<file path="src/rtl/trdb_reg_apb.sv">
// Trace encoder APB control/status register bank with trace-enable FSM and encoder clock gate.
// Optional build macro TRDB_REG_LOCK_EN adds a sticky CTRL[31] lock bit.
package trdb_reg_apb_pkg;
  typedef enum logic [2:0] {
    DELTA_ADDRESS      = 3'd0,
    FULL_ADDRESS       = 3'd1,
    IMPLICIT_EXCEPTION = 3'd2,
    SEQUENTIAL_JUMP    = 3'd3,
    IMPLICIT_RETURN    = 3'd4,
    BRANCH_PREDICTION  = 3'd5,
    JUMP_TARGET_CACHE  = 3'd6
  } ioptions_e;

  typedef enum logic [1:0] {
    TRC_OFF     = 2'd0,
    TRC_ARMED   = 2'd1,
    TRC_TRACING = 2'd2,
    TRC_DRAIN   = 2'd3
  } trace_state_e;
endpackage

// Latch-based clock gate: enable is captured while the clock is low so clk_o never glitches.
module trdb_clock_gating (
  input  logic clk_i,
  input  logic en_i,
  output logic clk_o
);
  logic en_latch;

  always_latch begin
    if (!clk_i) en_latch <= en_i;
  end

  assign clk_o = clk_i & en_latch;
endmodule

module trdb_reg_apb
  import trdb_reg_apb_pkg::*;
#(
  parameter int unsigned ADDR_WIDTH    = 12,
  parameter int unsigned DRAIN_CYCLES  = 4,
  parameter int unsigned EVT_CNT_WIDTH = 16
) (
  input  logic                  clk_i,
  input  logic                  rst_i,
  input  logic                  psel_i,
  input  logic                  penable_i,
  input  logic                  pwrite_i,
  input  logic [ADDR_WIDTH-1:0] paddr_i,
  input  logic [31:0]           pwdata_i,
  output logic [31:0]           prdata_o,
  output logic                  pready_o,
  output logic                  pslverr_o,
  input  logic                  trace_req_on_i,
  input  logic                  trace_req_off_i,
  output logic                  trace_enable_o,
  output logic                  drain_o,
  output logic                  trace_activated_o,
  output logic                  nocontext_o,
  output logic                  notime_o,
  output logic                  delta_address_o,
  output logic                  encoder_mode_o,
  output ioptions_e             configuration_o,
  output logic                  clk_gated_o
);
  localparam logic [7:0] DRAIN_LOAD = (DRAIN_CYCLES > 0) ? 8'(DRAIN_CYCLES - 1) : 8'd0;
  localparam logic [EVT_CNT_WIDTH-1:0] EVT_MAX = '1;

  trace_state_e             state_reg, state_next;
  logic [7:0]               drain_cnt_reg, drain_cnt_next;
  logic                     pending_reg, pending_next;
  logic [EVT_CNT_WIDTH-1:0] evt_cnt_reg;
  logic                     evt_inc;
  logic                     activated_reg, nocontext_reg, notime_reg, delta_reg, lock_reg;
  logic [2:0]               config_reg;

  logic       apb_access, apb_write, ctrl_wr, clr_wr, cfg_busy, cfg_diff, ctrl_err;
  logic       req_on, req_off, pend_eff;
  logic [1:0] reg_sel;
  logic [5:0] cfg_cur;
  logic [15:0] evt_ext;
  logic [31:0] ctrl_rdata, status_rdata;
  logic       unused_bits;

  assign apb_access = psel_i & penable_i;
  assign apb_write  = apb_access & pwrite_i;
  assign reg_sel    = paddr_i[3:2];
  assign ctrl_wr    = apb_write && (reg_sel == 2'd0);
  assign clr_wr     = apb_write && (reg_sel == 2'd2);
  assign unused_bits = ^{paddr_i[ADDR_WIDTH-1:4], paddr_i[1:0], pwdata_i[31:9]};

  // Encoder settings are frozen while the encoder is live (TRACING or DRAIN).
  assign cfg_busy = (state_reg == TRC_TRACING) || (state_reg == TRC_DRAIN);
  assign cfg_cur  = {config_reg, delta_reg, notime_reg, nocontext_reg};
  assign cfg_diff = (pwdata_i[8:3] != cfg_cur);
  assign ctrl_err = ctrl_wr & ((cfg_busy & cfg_diff) |
                               (lock_reg & (cfg_diff | (pwdata_i[0] != activated_reg))));

  assign req_on  = trace_req_on_i  | (ctrl_wr & pwdata_i[1]);
  assign req_off = trace_req_off_i | (ctrl_wr & pwdata_i[2]);

  always_ff @(posedge clk_i or posedge rst_i) begin
    if (rst_i) begin
      activated_reg <= 1'b0;
      nocontext_reg <= 1'b1;
      notime_reg    <= 1'b1;
      delta_reg     <= 1'b1;
      config_reg    <= DELTA_ADDRESS;
    end else if (ctrl_wr && !lock_reg) begin
      activated_reg <= pwdata_i[0];
      if (!cfg_busy) begin
        nocontext_reg <= pwdata_i[3];
        notime_reg    <= pwdata_i[4];
        delta_reg     <= pwdata_i[5];
        config_reg    <= pwdata_i[8:6];
      end
    end
  end

`ifdef TRDB_REG_LOCK_EN
  always_ff @(posedge clk_i or posedge rst_i) begin
    if (rst_i) lock_reg <= 1'b0;
    else if (ctrl_wr && !cfg_busy && pwdata_i[31]) lock_reg <= 1'b1;
  end
`else
  assign lock_reg = 1'b0;
`endif

  always_comb begin
    state_next     = state_reg;
    drain_cnt_next = drain_cnt_reg;
    pending_next   = pending_reg;
    evt_inc        = 1'b0;
    pend_eff       = !req_off && (req_on || pending_reg);
    case (state_reg)
      TRC_OFF: begin
        if (activated_reg) state_next = TRC_ARMED;
      end
      TRC_ARMED: begin
        if (!activated_reg) state_next = TRC_OFF;
        else if (req_on && !req_off) begin
          state_next = TRC_TRACING;
          evt_inc    = 1'b1;
        end
      end
      TRC_TRACING: begin
        if (req_off || !activated_reg) begin
          if (DRAIN_CYCLES == 0) begin
            state_next = activated_reg ? TRC_ARMED : TRC_OFF;
          end else begin
            state_next     = TRC_DRAIN;
            drain_cnt_next = DRAIN_LOAD;
          end
        end
      end
      TRC_DRAIN: begin
        if (drain_cnt_reg == 8'd0) begin
          pending_next = 1'b0;
          if (!activated_reg) state_next = TRC_OFF;
          else if (pend_eff) begin
            state_next = TRC_TRACING;
            evt_inc    = 1'b1;
          end else state_next = TRC_ARMED;
        end else begin
          drain_cnt_next = drain_cnt_reg - 8'd1;
          pending_next   = pend_eff;
        end
      end
      default: state_next = TRC_OFF;
    endcase
  end

  always_ff @(posedge clk_i or posedge rst_i) begin
    if (rst_i) begin
      state_reg     <= TRC_OFF;
      drain_cnt_reg <= 8'd0;
      pending_reg   <= 1'b0;
    end else begin
      state_reg     <= state_next;
      drain_cnt_reg <= drain_cnt_next;
      pending_reg   <= pending_next;
    end
  end

  // A clear on the same edge as a trace start wins over the increment.
  always_ff @(posedge clk_i or posedge rst_i) begin
    if (rst_i) evt_cnt_reg <= '0;
    else if (clr_wr) evt_cnt_reg <= '0;
    else if (evt_inc && (evt_cnt_reg != EVT_MAX)) evt_cnt_reg <= evt_cnt_reg + 1'b1;
  end

  assign evt_ext      = 16'(evt_cnt_reg);
  assign ctrl_rdata   = {lock_reg, 22'd0, config_reg, delta_reg, notime_reg, nocontext_reg,
                         2'b00, activated_reg};
  assign status_rdata = {evt_ext, 13'd0, pending_reg, state_reg};

  always_comb begin
    prdata_o = 32'd0;
    if (apb_access) begin
      case (reg_sel)
        2'd0:    prdata_o = ctrl_rdata;
        2'd1:    prdata_o = status_rdata;
        default: prdata_o = 32'd0;
      endcase
    end
  end

  assign pslverr_o = apb_access & ((reg_sel == 2'd3) | (pwrite_i & (reg_sel == 2'd1)) | ctrl_err);
  assign pready_o  = 1'b1;

  assign trace_enable_o    = (state_reg == TRC_TRACING);
  assign drain_o           = (state_reg == TRC_DRAIN);
  assign trace_activated_o = activated_reg;
  assign nocontext_o       = nocontext_reg;
  assign notime_o          = notime_reg;
  assign delta_address_o   = delta_reg;
  assign encoder_mode_o    = 1'b0;
  assign configuration_o   = ioptions_e'(config_reg);

  trdb_clock_gating i_clk_gate (
    .clk_i (clk_i),
    .en_i  (activated_reg | (state_reg != TRC_OFF)),
    .clk_o (clk_gated_o)
  );
endmodule
</file>
<file path="config.mk">
export PLATFORM = sky130hd
export DESIGN_NAME = trdb_reg_apb
export DESIGN_NICKNAME = d
export VERILOG_FILES = /design/src/rtl/trdb_reg_apb.sv
export SDC_FILE = /design/constraint.sdc
export NUM_CORES = 1
export LEC_CHECK = 0
export CAP_MARGIN = 10
export CORE_MARGIN = 2
export CORE_UTILIZATION = 46
export CTS_BUF_LIST = sky130_fd_sc_hd__clkbuf_16
export CTS_CLUSTER_DIAMETER = 100
export DETAILED_ROUTE_END_ITERATION = 10
export PLACE_DENSITY = 0.83
export RECOVER_POWER = 50
export SLEW_MARGIN = 25
export SYNTH_ARGS = -nofsm -noshare
export SYNTH_HDL_FRONTEND = slang
export SYNTH_SLANG_ARGS = --single-unit
</file>
<file path="constraint.sdc">
create_clock -name clk_i -period 3.8 [get_ports clk_i]
set_clock_uncertainty 0.05 [all_clocks]
set_input_delay 0.76 -clock clk_i [delete_from_list [all_inputs] [get_ports clk_i]]
set_output_delay 0.76 -clock clk_i [all_outputs]
set_load 0.05 [all_outputs]
</file>
# Word level (Yosys, flattened, before mapping)
# Cells that the tools add are included.
dict set report classes {
  reduce_logical 19
  bitwise_logic 15
  muxes 23
  n_addsub 2
  eq_ne 13
}
# operator count
set op_table {}
lappend op_table {{one-hot mux 32 bit (2 select lines)} 1}
lappend op_table {{2-to-1 mux 16 bit} 2}
lappend op_table {{2-to-1 mux 32 bit} 1}
lappend op_table {{adder 16 x 1 -> 16 bit (second input constant)} 1}
lappend op_table {{2-to-1 mux 8 bit} 2}
lappend op_table {{!= test 16 bit (second input constant)} 1}
lappend op_table {{one-hot mux 8 bit (2 select lines)} 1}
lappend op_table {{2-to-1 mux 2 bit} 7}
lappend op_table {{bitwise AND 1 bit} 9}
lappend op_table {{== test 2 bit (second input constant)} 4}
lappend op_table {{zero test 8 bit} 1}
lappend op_table {{one-hot mux 2 bit (4 select lines)} 1}
lappend op_table {{subtractor 8 x 1 -> 8 bit (second input constant)} 1}
lappend op_table {{2-to-1 mux 1 bit} 7}
lappend op_table {{!= test 6 bit} 1}
lappend op_table {{nonzero test 2 bit} 3}
lappend op_table {{logical AND 1 bit} 5}
lappend op_table {{OR 1 bit} 5}
lappend op_table {{== test 2 x 1 -> 1 bit (second input constant)} 2}
lappend op_table {{zero test 2 bit} 2}
lappend op_table {{!= test 2 x 1 -> 1 bit (second input constant)} 2}
lappend op_table {{!= test 2 bit (second input constant)} 2}
lappend op_table {{AND reduction 4 bit} 1}
lappend op_table {{logical OR 1 bit} 3}
lappend op_table {{other kinds (6)} 7}
dict set report word_totals {
  latchBits 1
  output_inout_bits 45
  inputBits 51
  reg_bits 34
  wordCells 82
}

# Depth between registers and ports, before layout
# Gate-level depths: netlist of run 1.
dict set report logic_depth {
  depth_word 14
  depth_mapped 8
}

# Hierarchy
# Synthesis of run 1 repeated with hierarchy kept, for this count alone.
dict set report hier_totals {
  cells_unflattened 238
  area_unflattened_um2 2213.4
}
# mod area_each_um2 n_inst cells_per_inst
set by_module_without_submodules {}
lappend by_module_without_submodules {trdb_reg_apb 2192.1 1 236}
lappend by_module_without_submodules {trdb_clock_gating 21.3 1 2}

==> results of run 1 <==
## where the power goes
part	internal (W)	total, W	switching (W)
sequential	0.000462	0.000579	0.000117
clock	0.000415	0.000635	0.000220
combinational	0.000237	0.000650	0.000413
## repair_timing
action	in CTS	in global routing
pin swaps	0	0
endpoints found under the setup margin	2	2
gates resized for setup	7	2
## placed cells by master, fill, tap and decap left out, types with 2 or more instances in the layout
| master | count |
|---|---|
| sky130_fd_sc_hd__clkinv_1 | 2 |
| sky130_fd_sc_hd__nand4_1 | 9 |
| sky130_fd_sc_hd__nand2_1 | 17 |
| sky130_fd_sc_hd__nand3b_1 | 2 |
| sky130_fd_sc_hd__clkbuf_16 | 8 |
| sky130_fd_sc_hd__or4_1 | 11 |
| sky130_fd_sc_hd__and2_1 | 7 |
| sky130_fd_sc_hd__dfrtp_1 | 31 |
| sky130_fd_sc_hd__xnor2_1 | 4 |
| sky130_fd_sc_hd__clkbuf_1 | 2 |
| sky130_fd_sc_hd__xor2_1 | 8 |
| sky130_fd_sc_hd__nand3_1 | 7 |
| sky130_fd_sc_hd__clkdlybuf4s50_1 | 18 |
| sky130_fd_sc_hd__buf_4 | 26 |
| sky130_fd_sc_hd__or3_1 | 6 |
| sky130_fd_sc_hd__o21a_1 | 2 |
| sky130_fd_sc_hd__mux2_2 | 7 |
| sky130_fd_sc_hd__ha_1 | 3 |
| sky130_fd_sc_hd__o31ai_1 | 8 |
| sky130_fd_sc_hd__or4b_1 | 2 |
| sky130_fd_sc_hd__a31oi_1 | 3 |
| sky130_fd_sc_hd__nor4_1 | 2 |
| sky130_fd_sc_hd__nor2_1 | 16 |
| sky130_fd_sc_hd__a21oi_1 | 15 |
| sky130_fd_sc_hd__and3b_1 | 2 |
| sky130_fd_sc_hd__nor2b_1 | 3 |
| sky130_fd_sc_hd__and3_1 | 20 |
| sky130_fd_sc_hd__buf_12 | 2 |
| sky130_fd_sc_hd__o211ai_1 | 2 |
| sky130_fd_sc_hd__nor3_1 | 6 |
| sky130_fd_sc_hd__a21boi_0 | 2 |
| sky130_fd_sc_hd__dlygate4sd3_1 | 9 |
| sky130_fd_sc_hd__dfstp_2 | 3 |
| sky130_fd_sc_hd__conb_1 | 9 |
| sky130_fd_sc_hd__and4_1 | 5 |
| sky130_fd_sc_hd__inv_1 | 8 |
| sky130_fd_sc_hd__o21ai_0 | 6 |
## how the worst max path moves through the flow
stage                       end  depth (start not counted)                            from  slack (ns)
floorplan           clk_gated_o                          1  i_clk_gate.en_latch$_DLATCH_N_        0.31
global placement    clk_gated_o                          2  i_clk_gate.en_latch$_DLATCH_N_       -0.16
detailed placement  clk_gated_o                          2  i_clk_gate.en_latch$_DLATCH_N_       -0.16
CTS                 clk_gated_o                          2  i_clk_gate.en_latch$_DLATCH_N_      -0.004
global route        clk_gated_o                          2  i_clk_gate.en_latch$_DLATCH_N_       -0.02
finish              clk_gated_o                          2  i_clk_gate.en_latch$_DLATCH_N_     -0.0002
## cells by family (layout without fill, tap and decap cells)
logic type               after synthesis  count (layout)  synth area share
flip-flops                            34              34             0.372
buffers and inverters                 29              77            0.0633
other                                  2               9           0.00327
adder cells (fa/ha/maj)                3               3            0.0164
latches                                1               1           0.00654
AND/OR/NAND/NOR                      120             120             0.310
XOR/XNOR                              12              12            0.0458
AO/OA/AOI/OAI                         50              50             0.144
multiplexers                           8               8            0.0387
## final cells by class
type	instances	area, sq um	share of cell area
Clock buffer	9	215	0.0710
Clock inverter	3	11.3	0.00371
Tap cell	67	83.8	0.0276
Timing Repair Buffer	58	518	0.171
Sequential cell	35	870	0.287
Inverter	7	26.3	0.00866
Multi-Input combinational cell	202	1310	0.432
## metrics by stage
stage           TNS (ns)  utilization  instances  setup slack, ns  power, W
3_3_place_gp      -0.161        0.594        370           -0.161   0.00129
2_1_floorplan          0            -        266            0.312   0.00110
5_1_grt          -0.0154        0.638        381          -0.0154   0.00196
6_report       -0.000197        0.638        381        -0.000197   0.00186
3_5_place_dp      -0.162        0.594        370           -0.162   0.00130
4_1_cts         -0.00442        0.639        381         -0.00442   0.00186
## metal layers
| layer | vias up | share of wire | routed length, um |
|---|---|---|---|
| met2 | 99 | 0.47 | 2720 |
| met5 | - | 0 | 0 |
| met1 | 1043 | 0.43 | 2480 |
| li1 | 1050 | - | - |
| met4 | 0 | 0.022 | 126 |
| met3 | 14 | 0.081 | 469 |
==> implementation parameters, run 1 <==
Parameter                              Value

Status
  Run status    complete, but fails checks
  Violations in the final reports    negative setup slack

STA
  Setup-failing EPs final    2
  Slew @ Worst Pin    about 1 ns
  Slack of the critical path    -0.000197 ns
  Unrepaired setup endpoints after global routing    true
  Final hold violation count    0
  Final hold slack    0.450 ns
  Worst max-slew margin expressed relative to the limit    0.337
  Number of max-slew violations in the final report    0

Critical path
  Reg2Reg Launch Point    state_reg[1]$_DFFE_PP0P_
  Cell-by-cell listing of the critical path    and2_4 -> buf_8
  Endpoint required time on the critical path    roughly 3.0 ns
  Depth of the most critical reg-to-reg path    1
  Kind of capture point of the worst setup path    output pin
  Data arrival time of the worst path    around 3 ns
  Worst Path Max Fanout    1
  Highest-delay cell along the critical path    sky130_fd_sc_hd__dlxtn_1
  Flop2flop setup slack    about 0.97 ns
  CP top delay family    latches
  Critical register-to-register path endpoint    i_clk_gate.en_latch$_DLATCH_N_
  Sort of element at the start of the critical path    latch
  Buffering stage count on the worst path with inverters included    1
  Delay of the slowest cell on the worst path    0.39 ns
  Kind of critical path    latch -> out

Drt
  Initial DRT Pass Iterations    4
  Final Routed Wirelength    roughly 5.8 mm
  Starting DRC count in detailed routing    approximately 180
  Post-route DRC violation count    0
  Vias per cell    5.79
  Wire length per cell after detailed routing    15.2 um
  Via Count    about 2.2k
  Post-DRT Antenna Nets    0

Pwr
  LEAKAGE    approximately 1.4 nW
  IR Drop Worst-Case VDD    roughly 0.35 mV
  Power density cells    approximately 610 nW/um^2

Global route
  Maximum number of pins on one net before global-route repair    33
  Met3 track utilization from global routing    0.0790
  Fraction of met2 tracks used by global routing    0.353
  Grt met1 use    0.283
  Top Usage Layer GRT    met2
  Vias in the first global route    around 2k
  Global route overflow    0
  Wire length of the first global-routing pass    9.30 mm
  Number of antenna violations at the first check in global routing    0
  Overall routing resource usage    0.225

Placed design
  Routability Congestion    0.865
  Cell area reported after detailed placement    roughly 2800 sq um
  Number of buffers inserted by port buffering    53
  Hpwl dp    roughly 4 mm

Die
  Die area    ~5600 sq um
  I/O Pins    96
  Die outline height    roughly 75 um
  Die Width    about 75 um
  Number of rows in the core area    25
  Std-Cell Core Area    roughly 4800 sq um
  Initial cell density of the core    0.483

Synth
  Top_reg_cell synth    sky130_fd_sc_hd__dfrtp_1
  Async set or reset register ratio after synthesis    0.971
  Synth Cell Area    2290 sq um
  Top-area cell type share of the netlist area    0.338
  Leading post-synthesis cells by instance count    sky130_fd_sc_hd__dfrtp_1 (31), sky130_fd_sc_hd__and3_1 (20), sky130_fd_sc_hd__nand2_1 (17), sky130_fd_sc_hd__nor2_1 (16), sky130_fd_sc_hd__a21oi_1 (15)
  Number of warning messages in the yosys log    0
  Library cell occupying the most area in the post-synthesis netlist    sky130_fd_sc_hd__dfrtp_1
  Mean Syn Cell Area    approximately 8.9 sq um
  Cell types occupying the most area after synthesis    sky130_fd_sc_hd__dfrtp_1 (34%), sky130_fd_sc_hd__and3_1 (5.5%), sky130_fd_sc_hd__or4_1 (3.6%), sky130_fd_sc_hd__dfstp_2 (3.4%), sky130_fd_sc_hd__mux2_2 (3.4%)
  Number of enable-type register cells in the synthesized netlist    0
  Number of distinct library cell variants in the gate-level netlist after synthesis    52
  Synthesized instance count    ~260
  Most used standard cell by instance count after synthesis    sky130_fd_sc_hd__dfrtp_1
  Flop and latch count out of synthesis    35

Hold path
  Worst min-delay path category    reg -> reg
  Hold path depth    1
  Worst Hold End    drain_cnt_reg[0]$_DFFE_PP0P_
  Launch instance of the worst min-delay path    drain_cnt_reg[0]$_DFFE_PP0P_

Clock network
  Clock tree from TritonCTS    done
  Total setup buffers inserted after CTS    0
  Clock transition at path regs    roughly 0.050 ns
  Count of hold-fix buffers inserted at cts    0
  Clock latency of the later-clocked register in the worst-skew pair    0.39 ns

Finish
  Fin nets    between 300 and 400
  Number of inserted filler cells in the final layout    ~420
  Share of post-route cells with drive strength above 1    0.169
  Ant. Diodes    0
  Area of all placed cells without fillers    approximately 3000 sq um
  Layout-stage area growth over the synthesis result    32.2%
  Number of flip-flops under the largest register name    16

Job
  Max_cap viols    0
(Power assumes the default switching activity.)
==> run 2: changes to the inputs <==
- ABC_CLOCK_PERIOD_IN_PS: unset -> 3800
- CTS_BUF_LIST: sky130_fd_sc_hd__clkbuf_16 -> unset
==> run 2 against run 1 <==
Compared with the run above: the flow now finishes without violations; wire length decreased by 3.8%; total power decreased by 9.1%; non-clock buffer count unchanged; cell count unchanged; hold slack improved by 0.0037 ns; die area unchanged; sequential power decreased by 0.7%; critical path depth unchanged; critical path type unchanged; highest routed layer unchanged.
==> implementation parameters, run 2 (synthesis results as in run 1) <==
Parameter                              Value

Clock network
  Clock transition at path regs    0.07 ns (+0.02 ns)
  Clock latency of the later-clocked register in the worst-skew pair    0.40 ns (about the same)
  Clock tree from TritonCTS    done
  Total setup buffers inserted after CTS    0 (unchanged)
  Count of hold-fix buffers inserted at cts    0 (unchanged)

Finish
  Number of flip-flops under the largest register name    16 (unchanged)
  Area of all placed cells without fillers    2970 sq um (-2.2%)
  Fin nets    367 (unchanged)
  Top library cells by usage in the layout, fill and taps aside    sky130_fd_sc_hd__dfrtp_1 (31), sky130_fd_sc_hd__buf_4 (27), sky130_fd_sc_hd__and3_1 (20), sky130_fd_sc_hd__clkdlybuf4s50_1 (20), sky130_fd_sc_hd__nand2_1 (17)
  Commonest non-fill, non-tap cell in the layout    sky130_fd_sc_hd__dfrtp_1
  Layout-stage area growth over the synthesis result    29.2%
  Number of inserted filler cells in the final layout    420 (+1.2%)
  Ant. Diodes    0 (unchanged)
  FF/Latch Area    870 sq um (unchanged)
  Non-filler cells, final    381 (unchanged)
  Share of post-route cells with drive strength above 1    0.175 (+0.00637)
  Multi-input gate area    1310 sq um (unchanged)

STA
  Slew @ Worst Pin    1.11 ns (+0.117 ns)
  Total negative slack for setup checks    0 ns (+0.000197 ns)
  Final hold violation count    0 (unchanged)
  Final hold slack    0.453 ns (+0.00369 ns)
  Setup-failing EPs final    0 (-2)
  Unrepaired setup endpoints after global routing    true
  Number of max-slew violations in the final report    0 (unchanged)
  Worst max-slew margin expressed relative to the limit    0.258 (-0.0782)

Global route
  Vias in the first global route    1980 (-2.4%)
  Number of antenna violations at the first check in global routing    0 (unchanged)
  Wire length of the first global-routing pass    8.91 mm (-4.2%)
  Global route overflow    0 (unchanged)
  Maximum number of pins on one net before global-route repair    33 (unchanged)
  Overall routing resource usage    0.212 (-0.0126)

Status
  Run status    completed

Hold path
  Worst min-delay path category    reg -> reg

Pwr
  Total Power    0.00170 W (-9.1%)
  IR Drop Worst-Case VDD    0.301 mV (-14%)
  Comb power frac    0.379 (+0.030)
  Internal power summed over all cells    0.000978 W (-12%)
  Relative contribution of sequential cells to total power    0.339 (+0.028)
  Power density cells    572 nW/um^2 (-7.0%)
  LEAKAGE    1.33 nW (-2.6%)
  Fraction of power spent switching nets    0.423 (+0.0206)
  Switching power of the nets    0.000717 W (-4.4%)
  Clk network pwr share    0.282 (-0.059)

Drt
  Wire length per cell after detailed routing    14.6 um (-3.8%)
  Via Count    2167 (-1.8%)
  Post-route DRC violation count    0 (unchanged)
  Starting DRC count in detailed routing    163 (-7.4%)
  Final Routed Wirelength    5.58 mm (-3.8%)
  Vias per cell    5.69 (-1.8%)
  Post-DRT Antenna Nets    0 (unchanged)
  Initial DRT Pass Iterations    4 (unchanged)

Placed design
  Number of buffers inserted by port buffering    53 (unchanged)
  Cell area reported after detailed placement    2820 sq um (unchanged)
  Hpwl dp    3.94 mm (unchanged)
  Dpl cells    370 (unchanged)
  Routability Congestion    0.865 (unchanged)

Critical path
  Kind of capture point of the worst setup path    output pin
  Worst Path Max Fanout    1 (unchanged)
  Delay of the slowest cell on the worst path    0.39 ns (about the same)
  Buffering stage count on the worst path with inverters included    1 (unchanged)
  CP top delay family    latches
  Data arrival time of the worst path    2.97 ns (-0.02 ns)
  Kind of critical path    latch -> out
  Sort of element at the start of the critical path    latch
  Cell-by-cell listing of the critical path    and2_4 -> buf_8
  Endpoint required time on the critical path    2.99 ns (about the same)
  Highest-delay cell along the critical path    sky130_fd_sc_hd__dlxtn_1

Die
  Std-Cell Core Area    4750 sq um (unchanged)
  I/O Pins    96 (unchanged)
  Die outline height    74.6 um (unchanged)
  Number of rows in the core area    25 (unchanged)
  Initial cell density of the core    0.483 (unchanged)
  Die area    5570 sq um (unchanged)
  Die Width    74.6 um (unchanged)

Job
  Max_cap viols    0 (unchanged)
-- run 2: final timing paths --
path | slack [ns] | start | endpoint | depth (start not counted)
max | 0.02 | i_clk_gate.en_latch$_DLATCH_N_ | clk_gated_o | 2
min | 0.45 | drain_cnt_reg[0]$_DFFE_PP0P_ | drain_cnt_reg[0]$_DFFE_PP0P_ | 1
max reg2reg | 0.95 | state_reg[1]$_DFFE_PP0P_ | i_clk_gate.en_latch$_DLATCH_N_ | 1
min reg2reg | 0.45 | drain_cnt_reg[0]$_DFFE_PP0P_ | drain_cnt_reg[0]$_DFFE_PP0P_ | 1
max in group asynchronous | 1.52 | rst_i | drain_cnt_reg[2]$_DFFE_PP0P_ | 3
min in group asynchronous | 0.84 | rst_i | evt_cnt_reg[0]$_DFFE_PP0P_ | 2
-- run 2: area by class of cell --
cell class | count | share of cell area
multi-input combinational | 202 | 0.441
sequential | 35 | 0.293
timing repair buffer | 58 | 0.176
clock buffer | 12 | 0.0527
tap | 67 | 0.0283
inverter | 7 | 0.00886
-- run 2: per-layer routing --
layer	vias up	part of all wire	track usage
met5	-	0	0
met4	0	0.018	0.0972
met3	8	0.084	0.0710
met2	75	0.46	0.337
met1	1028	0.43	0.264
li1	1056	-	-
-- run 2: repair_timing --
item	4_1_cts	5_1_grt
cloned	0	0
endpoints found under the setup margin	2	2
gates resized for setup	7	2
-- run 2: power by group through the flow --
stage	registers (W)	logic (W)	clock network, W
global route	0.000595	0.000693	0.000499
detailed placement	0.000579	0.000652	0.0000707
floorplan	0.000636	0.000413	0.0000497
CTS	0.000575	0.000655	0.000468
global placement	0.000576	0.000639	0.0000707
finish	0.000575	0.000642	0.000478
-- run 2: metrics by stage --
| stage | util | worst slack [ns] |
|---|---|---|
| finish | 0.624 | 0.0167 |
| CTS | 0.624 | 0.00790 |
| global placement | 0.594 | -0.161 |
| detailed placement | 0.594 | -0.162 |
| global route | 0.624 | -0.00188 |
| floorplan | - | 0.312 |
==> run 3: changes to the inputs <==
- RECOVER_POWER: 50 -> 100
==> run 3 against run 2 <==
Compared with the run above: global-route usage stayed put; first-iteration DRC count down 3.7%; non-clock buffer count is the same; utilization shrank 1.6 points; via count barely moved; sequential power barely moved; hold slack got worse by 0.0020 ns; cell area decreased by 2.5%; count of clock-buffer cells in the layout is the same; combinational power shrank 2%; cell count unchanged; setup slack got worse by 0.0034 ns; critical path type unchanged; largest cell class unchanged; highest routed layer unchanged.
==> implementation parameters, run 3 (synthesis results as in run 1) <==
Parameter                              Value

Drt
  Post-route DRC violation count    0 (unchanged)
  Post-DRT Antenna Nets    0 (unchanged)
  Initial DRT Pass Iterations    4 (unchanged)
  Starting DRC count in detailed routing    157 (-3.7%)
  Wire length per cell after detailed routing    14.6 um (-0.13%)
  Vias per cell    5.68 (about the same)
  Final Routed Wirelength    5.57 mm (-0.13%)
  Via Count    2165 (-0.092%)

Placed design
  Hpwl dp    3.94 mm (unchanged)
  Dpl cells    370 (unchanged)
  Routability Congestion    0.865 (unchanged)
  Number of buffers inserted by port buffering    53 (unchanged)

Critical path
  Highest-delay cell along the critical path    sky130_fd_sc_hd__dlxtn_1
  CP top delay family    latches
  Sort of element at the start of the critical path    latch
  CP Depth    2 (unchanged)
  Kind of capture point of the worst setup path    output pin
  Kind of critical path    latch -> out
  Buffering stage count on the worst path with inverters included    1 (unchanged)
  Cell-by-cell listing of the critical path    and2_4 -> buf_8
  Delay of the slowest cell on the worst path    0.39 ns (about the same)
  Depth of the most critical reg-to-reg path    1 (unchanged)
  Worst Path Max Fanout    1 (unchanged)
  Data arrival time of the worst path    2.98 ns (about the same)
  Endpoint required time on the critical path    2.99 ns (about the same)

Die
  Std-Cell Core Area    4750 sq um (unchanged)
  Initial cell density of the core    0.483 (unchanged)
  Number of rows in the core area    25 (unchanged)
  Die Width    74.6 um (unchanged)
  Die area    5570 sq um (unchanged)
  Die outline height    74.6 um (unchanged)
  I/O Pins    96 (unchanged)

STA
  Final hold slack    0.451 ns (-0.00197 ns)
  Worst max-slew margin expressed relative to the limit    0.253 (-0.00544)
  Number of max-slew violations in the final report    0 (unchanged)
  Setup-failing EPs final    0 (unchanged)
  Unrepaired setup endpoints after global routing    true
  Final hold violation count    0 (unchanged)
  Slew @ Worst Pin    1.12 ns (+0.00815 ns)

Global route
  Overall routing resource usage    0.212 (unchanged)
  Wire length of the first global-routing pass    8.91 mm (unchanged)
  Global route overflow    0 (unchanged)
  Number of antenna violations at the first check in global routing    0 (unchanged)
  Vias in the first global route    1980 (unchanged)
  Maximum number of pins on one net before global-route repair    33 (unchanged)

Pwr
  Power density cells    582 nW/um^2 (+1.8%)
  IR Drop Worst-Case VDD    0.298 mV (-1.1%)
  LEAKAGE    1.27 nW (-4.6%)

Finish
  Fin nets    367 (unchanged)
  Multi-input gate area    1310 sq um (unchanged)
  Layout-stage area growth over the synthesis result    26.0%
  Top library cells by usage in the layout, fill and taps aside    sky130_fd_sc_hd__dfrtp_1 (31), sky130_fd_sc_hd__and3_1 (20), sky130_fd_sc_hd__nand2_1 (17), sky130_fd_sc_hd__clkbuf_1 (17), sky130_fd_sc_hd__nor2_1 (16)
  Share of post-route cells with drive strength above 1    0.131 (-0.0446)
  Ant. Diodes    0 (unchanged)
  Commonest non-fill, non-tap cell in the layout    sky130_fd_sc_hd__dfrtp_1
  Number of flip-flops under the largest register name    16 (unchanged)
  Number of inserted filler cells in the final layout    443 (+5.5%)
  Non-filler cells, final    381 (unchanged)
  FF/Latch Area    870 sq um (unchanged)

Clock network
  Clock transition at path regs    0.07 ns (about the same)
  Clock tree from TritonCTS    done
  Total setup buffers inserted after CTS    0 (unchanged)
  Clock latency of the later-clocked register in the worst-skew pair    0.40 ns (about the same)

Status
  Run status    completed

Job
  Max_cap viols    0 (unchanged)

Hold path
  Hold path depth    1 (unchanged)
  Worst min-delay path category    reg -> reg
==> run 3: changes by cell type in the layout (fill, tap and decap cells not counted) <==
| cell | previous run | this run |
|---|---|---|
| sky130_fd_sc_hd__buf_4 | 27 | 4 |
| sky130_fd_sc_hd__clkdlybuf4s50_1 | 20 | 15 |
| sky130_fd_sc_hd__dlygate4sd3_1 | 7 | 12 |
| sky130_fd_sc_hd__and2_1 | 7 | 5 |
| sky130_fd_sc_hd__and2_0 | 0 | 2 |
| sky130_fd_sc_hd__clkbuf_1 | 3 | 17 |
| sky130_fd_sc_hd__clkbuf_2 | 0 | 9 |
==> run 3: per-stage QoR <==
stage	TNS (ns)	cell area (sq um)	setup WS (ns)	util	total power, W
6_report	0	2890	0.0133	0.608	0.00168
5_1_grt	-0.00188	2890	-0.00188	0.608	0.00178
4_1_cts	0	2970	0.00790	0.624	0.00170
3_5_place_dp	-0.162	2820	-0.162	0.594	0.00130
3_3_place_gp	-0.161	2820	-0.161	0.594	0.00129
2_1_floorplan	0	2320	0.312	-	0.00110
==> run 3: where the power goes <==
group	total [W]	internal, W	switching (W)
Sequential	0.000575	0.000461	0.000114
Combinational	0.000629	0.000229	0.000400
Clock	0.000478	0.000277	0.000201
==> run 3: path summary, 6_finish.rpt <==
kind / from / endpoint / slack (ns)
setup reg to reg: state_reg[1]$_DFFE_PP0P_ / i_clk_gate.en_latch$_DLATCH_N_ / 0.95
hold / removal: drain_cnt_reg[0]$_DFFE_PP0P_ / drain_cnt_reg[0]$_DFFE_PP0P_ / 0.45
setup / recovery: i_clk_gate.en_latch$_DLATCH_N_ / clk_gated_o / 0.01
max in group asynchronous: rst_i / drain_cnt_reg[2]$_DFFE_PP0P_ / 1.53
min in group asynchronous: rst_i / evt_cnt_reg[0]$_DFFE_PP0P_ / 0.83
hold reg to reg: drain_cnt_reg[0]$_DFFE_PP0P_ / drain_cnt_reg[0]$_DFFE_PP0P_ / 0.45
==> run 3: layer usage <==
metal | track usage | vias to the layer above | wire length [um] | share of wire
li1 | - | 1057 | - | -
met1 | 0.264 | 1023 | 2430 | 0.44
met2 | 0.337 | 77 | 2600 | 0.47
met3 | 0.0710 | 8 | 441 | 0.079
met4 | 0.0972 | 0 | 103 | 0.018
met5 | 0 | - | 0 | 0
==> run 3: cell type report <==
class / instances / share of cell area
multi-input cells: 202 / 0.453
flip-flops and latches: 35 / 0.301
repair buffers: 58 / 0.154
clock buffers: 12 / 0.0541
well taps: 67 / 0.0290
inverters: 7 / 0.00909
==> run 3: what timing repair did <==
item,CTS,global route
resized for setup,7,2
hold buffers,0,0
endpoints found under the hold margin,0,0
endpoints found under the setup margin,2,2
==> RTL edit 1, RTL diff (settings of run 1) <==
Put a register stage on the output `pslverr_o`, with the module's reset. The value now appears one clock later. The other outputs are not delayed to match.
--- a/src/rtl/trdb_reg_apb.sv
+++ b/src/rtl/trdb_reg_apb.sv
@@ -206,5 +206,11 @@
   end
 
-  assign pslverr_o = apb_access & ((reg_sel == 2'd3) | (pwrite_i & (reg_sel == 2'd1)) | ctrl_err);
+  always_ff @(posedge clk_i or posedge rst_i) begin
+    if (rst_i) begin
+      pslverr_o <= '0;
+    end else begin
+      pslverr_o <= apb_access & ((reg_sel == 2'd3) | (pwrite_i & (reg_sel == 2'd1)) | ctrl_err);
+    end
+  end
   assign pready_o  = 1'b1;
 
Function: not checked (the comparison handles one clock edge and no latches or derived clocks); the edit may change what the design does.
==> RTL edit 1 against run 1 <==
The run ends with max-capacitance violations, max-slew violations left. Via count fell by 4.3%. Cell area is 0.12% higher. Sequential cell count rose by 1. Sequential share of layout area is 0.79 points higher. Area after synthesis grew 3.5%. Setup slack improved by 11 ps. Total power rose by 1.5%. Die area grew 3.3%. Wire length shrank 3.3%. Critical endpoint unchanged. Highest routed layer unchanged.
==> RTL edit 1: results (changes against run 1) <==
- Global-route wire length before repair: 9.266 mm (was 9.301 mm)
- Synth top area cells: dfrtp_1 34%, and3_1 6.1%, dfstp_2 3.3% (was dfrtp_1 34%, and3_1 5.5%, or4_1 3.6%)
- Place WS: -162.3 ps (was -161.8 ps)
- Synth Area in Compound Gates: 12.70% (was 14.39%)
- Hold Path Stages: 1 (unchanged)
- Ant. Diodes: 0 (unchanged)
- Met2 WL post-DR: 2.728 mm (was 2.721 mm)
- Xor-xnor portion of the synthesized cell area: 4.057% (was 4.580%)
- CP peak stage delay: 380 ps
- # fillers: 427 (was 415)
- NumNets Final: 362 (was 367)
- Reg2reg start: state_reg[0] (was state_reg[1])
- I/O Buffers: 53 (unchanged)
- Max Cap Viol: 1 (was 0)
- Setup repair bufs after CTS: 0 (unchanged)
- Synth Area in Adders: 1.581% (was 1.636%)
- VDD IR-drop max: 0.4377 mV (was 0.3511 mV)
- Vias: 2,111 (was 2,206)
- Largest net degree at the start of global routing: 36 (was 33)
- Internal reg-to-reg setup slack: 890 ps (was 970 ps)
- Gr usage total: 21.72% (was 22.50%)
- CTS clk-pin slew, worst paths: 50 ps (about the same)
- Worst Tran Pin Value: 1889 ps (was 995.2 ps)
- Hold EP: drain_cnt_reg[0] (unchanged)
- Share of layout cells above drive strength 1: 17.80% (was 16.88%)
- Wire length per cell: 14.79 µm (was 15.22 µm)
- Lkg Pwr: 1.419 nW (was 1.365 nW)
- Reg2reg end: i_clk_gate.en_latch (unchanged)
- Final GP Congestion: 0.7627 (was 0.8654)
- R2R cell count: 1 (unchanged)
- Status: complete, but fails checks (unchanged)
- Post-DP HPWL: 3.871 mm (was 3.938 mm)
- Worst hold path class: flip-flop to flip-flop (unchanged)
- Hold_ws: 454.8 ps (was 449.7 ps)
- Routed wl met3: 493 µm (was 469 µm)
- M1 wire length: 2.340 mm (was 2.480 mm)
- Max-slew violations: 36 (was 0)
- Violated checks: max-capacitance violations, max-slew violations (was negative setup slack)
- Worst Path Arrival: 2980 ps (was 2990 ps)
- Top post-synthesis cells by count: 32 x dfrtp_1, 23 x and3_1, 17 x nand2_1 (was 31 x dfrtp_1, 20 x and3_1, 17 x nand2_1)
- Iter 0 DRT Violations: 153 (was 176)
- Post-synthesis mux area share: 5.848% (was 3.871%)
- Post-synth ARST share: 97.22% (was 97.14%)
- Initial antenna violation count: 0 (unchanged)
- Synth warn: 0 (unchanged)
- CP Max Fanout: 1 (unchanged)
- Highest routed layer: met4 (unchanged)
- Vias in the first global route: 2,006 (was 2,029)
- Distinct cell type count after synthesis: 53 (was 52)
[RTL edit 1: changes by cell type after synthesis, sizes merged, moves of 3 or more]
cell	change
mux2i	+5
o21ai	-5
and3	+4
nand3	+5
buf	+3
or3	-3
[RTL edit 1: stage by stage]
step | area [µm²] | cells
2_1_floorplan | 2401 | 265
3_3_place_gp | 2834 | 368
3_5_place_dp | 2834 | 368
4_1_cts | 3054 | 379
5_1_grt | 3037 | 379
6_report | 3037 | 379
[RTL edit 1: cell families (layout without fill, tap and decap cells)]
kind of cell               after synthesis  count (layout)
buffers and inverters                   31              75
latches                                  1               1
DFF                                     35              35
AOI/OAI and AO/OA                       41              41
other                                    2               9
muxes                                   13              13
adders and majority gates                3               3
xor gates and xnor gates                11              11
and+or+nand+nor                        121             121
[RTL edit 1: worst max-delay path by stage]
stage	slack, ps	startpoint	end
2_1_floorplan	310	i_clk_gate.en_latch	clk_gated_o
3_3_place_gp	-160	i_clk_gate.en_latch	clk_gated_o
3_5_place_dp	-160	i_clk_gate.en_latch	clk_gated_o
4_1_cts	2	i_clk_gate.en_latch	clk_gated_o
5_1_grt	-10	i_clk_gate.en_latch	clk_gated_o
6_report	10	i_clk_gate.en_latch	clk_gated_o
[RTL edit 1: layout make-up]
class / count / area share, %
multi-input combinational: 198 / 43.47
sequential: 36 / 29.46
timing repair buffer: 56 / 15.82
clock buffer: 9 / 7.087
tap: 70 / 2.884
inverter: 7 / 0.8653
clock inverter: 3 / 0.4120
[RTL edit 1: critical path, delay by kind of cell (launching register included)]
family	cells	cell delay (ps)
buffers and inverters	1	130
latches	1	380
and+or+nand+nor	1	130
[RTL edit 1: per-layer routing]
layer / GRT usage (%) / up-vias
met5: 0 / -
met4: 9.357 / 0
met3: 8.730 / 6
met2: 33.52 / 87
met1: 26.88 / 994
li1: - / 1024
[RTL edit 1: report_power, final]
group / total (mW) / leakage (nW) / internal [mW] / switching [mW]
Sequential: 0.610 / 0.463 / 0.479 / 0.132
Clock: 0.637 / 0.125 / 0.416 / 0.222
Combinational: 0.645 / 0.831 / 0.240 / 0.405
[RTL edit 1: what timing repair did]
| action | 4_1_cts | 5_1_grt |
|---|---|---|
| setup endpoints to repair | 2 | 2 |
| endpoints found under the hold margin | 0 | 0 |
| gates resized for setup | 9 | 0 |
==> RTL edit 2, RTL diff (settings of run 1) <==
Without the edit above. Add a define of `TRDB_REG_LOCK_EN`.
--- a/src/rtl/trdb_reg_apb.sv
+++ b/src/rtl/trdb_reg_apb.sv
@@ -1,4 +1,6 @@
 // Trace encoder APB control/status register bank with trace-enable FSM and encoder clock gate.
 // Optional build macro TRDB_REG_LOCK_EN adds a sticky CTRL[31] lock bit.
+`define TRDB_REG_LOCK_EN
+
 package trdb_reg_apb_pkg;
   typedef enum logic [2:0] {
Check against the original RTL: not checked (the comparison handles one clock edge and no latches or derived clocks); the edit may change what the design does.
==> RTL edit 2 against run 1 <==
The run ends with max-capacitance violations, max-slew violations, negative setup slack left. Sequential cell count increased by 1. Critical endpoint unchanged. Wire length shrank 2.7%. Setup slack worse by 9.7 ps. Largest power group is now clock. Area after synthesis up 3.5%. Cell area grew 2.8%. Combinational power increased by 6.0%. Total power increased by 8.6%.
==> RTL edit 2: results (changes against run 1) <==
- Worst Tran Pin Value: 1948 ps (was 995.2 ps)
- Area Overhead vs Synth: 31.28% (was 32.17%)
- Vias: 2,142 (was 2,206)
- VDD IR-drop max: 0.4757 mV (was 0.3511 mV)
- Reg2reg start: state_reg[0] (was state_reg[1])
- Iter 0 DRT Violations: 116 (was 176)
- Xor-xnor portion of the synthesized cell area: 4.423% (was 4.580%)
- Global-route wire length before repair: 9.128 mm (was 9.301 mm)
- Max reg flops: 16 (unchanged)
- Status: complete, but fails checks (unchanged)
- Post-synthesis mux area share: 6.266% (was 3.871%)
- Synth Area in Adders: 1.580% (was 1.636%)
- Wire length per cell: 14.61 µm (was 15.22 µm)
- Fin cells: 386 (was 381)
- Violated checks: max-capacitance violations, max-slew violations, negative setup slack (was negative setup slack)
- Clk_lat worst skew: 390 ps (about the same)
- Largest net degree at the start of global routing: 36 (was 33)
- Synth Area in Compound Gates: 14.85% (was 14.39%)
- Grt total ovfl: 0 (unchanged)
- Reg2reg end: i_clk_gate.en_latch (unchanged)
- Max-slew violations: 36 (was 0)
- Hold_ws: 480.4 ps (was 449.7 ps)
- Final WS setup: -9.875 ps (was -0.1967 ps)
- Lkg Pwr: 1.462 nW (was 1.365 nW)
- Share of layout cells above drive strength 1: 18.04% (was 16.88%)
- Post-DP HPWL: 3.866 mm (was 3.938 mm)
- Synth warn: 0 (unchanged)
- NumNets Final: 369 (was 367)
- Final setup fails: 2 (unchanged)
- Initial antenna violation count: 0 (unchanged)
- Hold wc startpoint: drain_cnt_reg[0] (unchanged)
- Top post-synthesis cells by count: 32 x dfrtp_1, 23 x and3_1, 19 x nor2_1 (was 31 x dfrtp_1, 20 x and3_1, 17 x nand2_1)
- Final GP Congestion: 0.8411 (was 0.8654)
- Post-synthesis cell count: 262 (was 259)
- Distinct cell type count after synthesis: 54 (was 52)
- Worst Path Arrival: 3000 ps (was 2990 ps)
- Post-synth ARST share: 97.22% (was 97.14%)
- Synth top area cells: dfrtp_1 34%, and3_1 6.1%, a21oi_1 3.4% (was dfrtp_1 34%, and3_1 5.5%, or4_1 3.6%)
- R2R cell count: 1 (unchanged)
- Internal reg-to-reg setup slack: 1000 ps (was 970 ps)
- Cells after DPL: 375 (was 370)
- Max Cap Viol: 1 (was 0)
- Gr usage total: 21.12% (was 22.50%)
- Place WS: -166.6 ps (was -161.8 ps)
- I/O Buffers: 54 (was 53)
RTL edit 2: metal layers:
layer	share of wire [%]	routed length, µm	up-vias	global-route usage, %
li1	-	-	1043	-
met1	44	2507	1007	26.73
met2	46	2605	87	32.57
met3	8.3	470	5	7.011
met4	0.98	55	0	9.942
met5	0	0	-	0
RTL edit 2: how the worst max path moves through the flow:
stage	endpoint	slack, ps	cells past startpoint
3_3_place_gp	clk_gated_o	-170	2
5_1_grt	clk_gated_o	-30	2
4_1_cts	clk_gated_o	-10	2
2_1_floorplan	clk_gated_o	310	1
6_report	clk_gated_o	-10	2
3_5_place_dp	clk_gated_o	-170	2
RTL edit 2: where the power goes:
part | internal [mW] | switching (mW) | total (mW)
clock | 0.487 | 0.236 | 0.724
sequential | 0.485 | 0.127 | 0.612
combinational | 0.254 | 0.436 | 0.689
RTL edit 2: what timing repair did:
action | 4_1_cts | 5_1_grt
setup endpoints to repair | 2 | 2
resized for setup | 9 | 1
buffers inserted | 0 | 0
RTL edit 2: kinds of logic after synthesis:
logic type                 Yosys count
DFF                                 35
latches                              1
buffers and inverters               29
muxes                               14
other                                2
AOI/OAI and AO/OA                   47
adders and majority gates            3
xor gates and xnor gates            12
and+or+nand+nor                    119
RTL edit 2: critical path, cell delays in order (launching register included):
cell     delay (ps)
dlxtn_2         400
and2_4          130
buf_8           140
RTL edit 2: cell type report:
class	count	area, µm²
Clock inverter	3	42.54
Tap cell	70	87.58
Clock buffer	9	215.2
Inverter	7	26.28
Timing Repair Buffer	57	500.5
Fill cell	449	1923
Multi-Input combinational cell	204	1351
Sequential cell	36	895.9
RTL edit 2: stage by stage:
stage	setup TNS (ps)	util [%]	cell area, µm²
after floorplan	0	-	2402
after global placement	-166.0	57.05	2877
after detailed placement	-166.6	57.05	2877
after CTS	-13.08	62.01	3127
after global routing	-29.83	61.86	3119
final	-9.875	61.86	3119
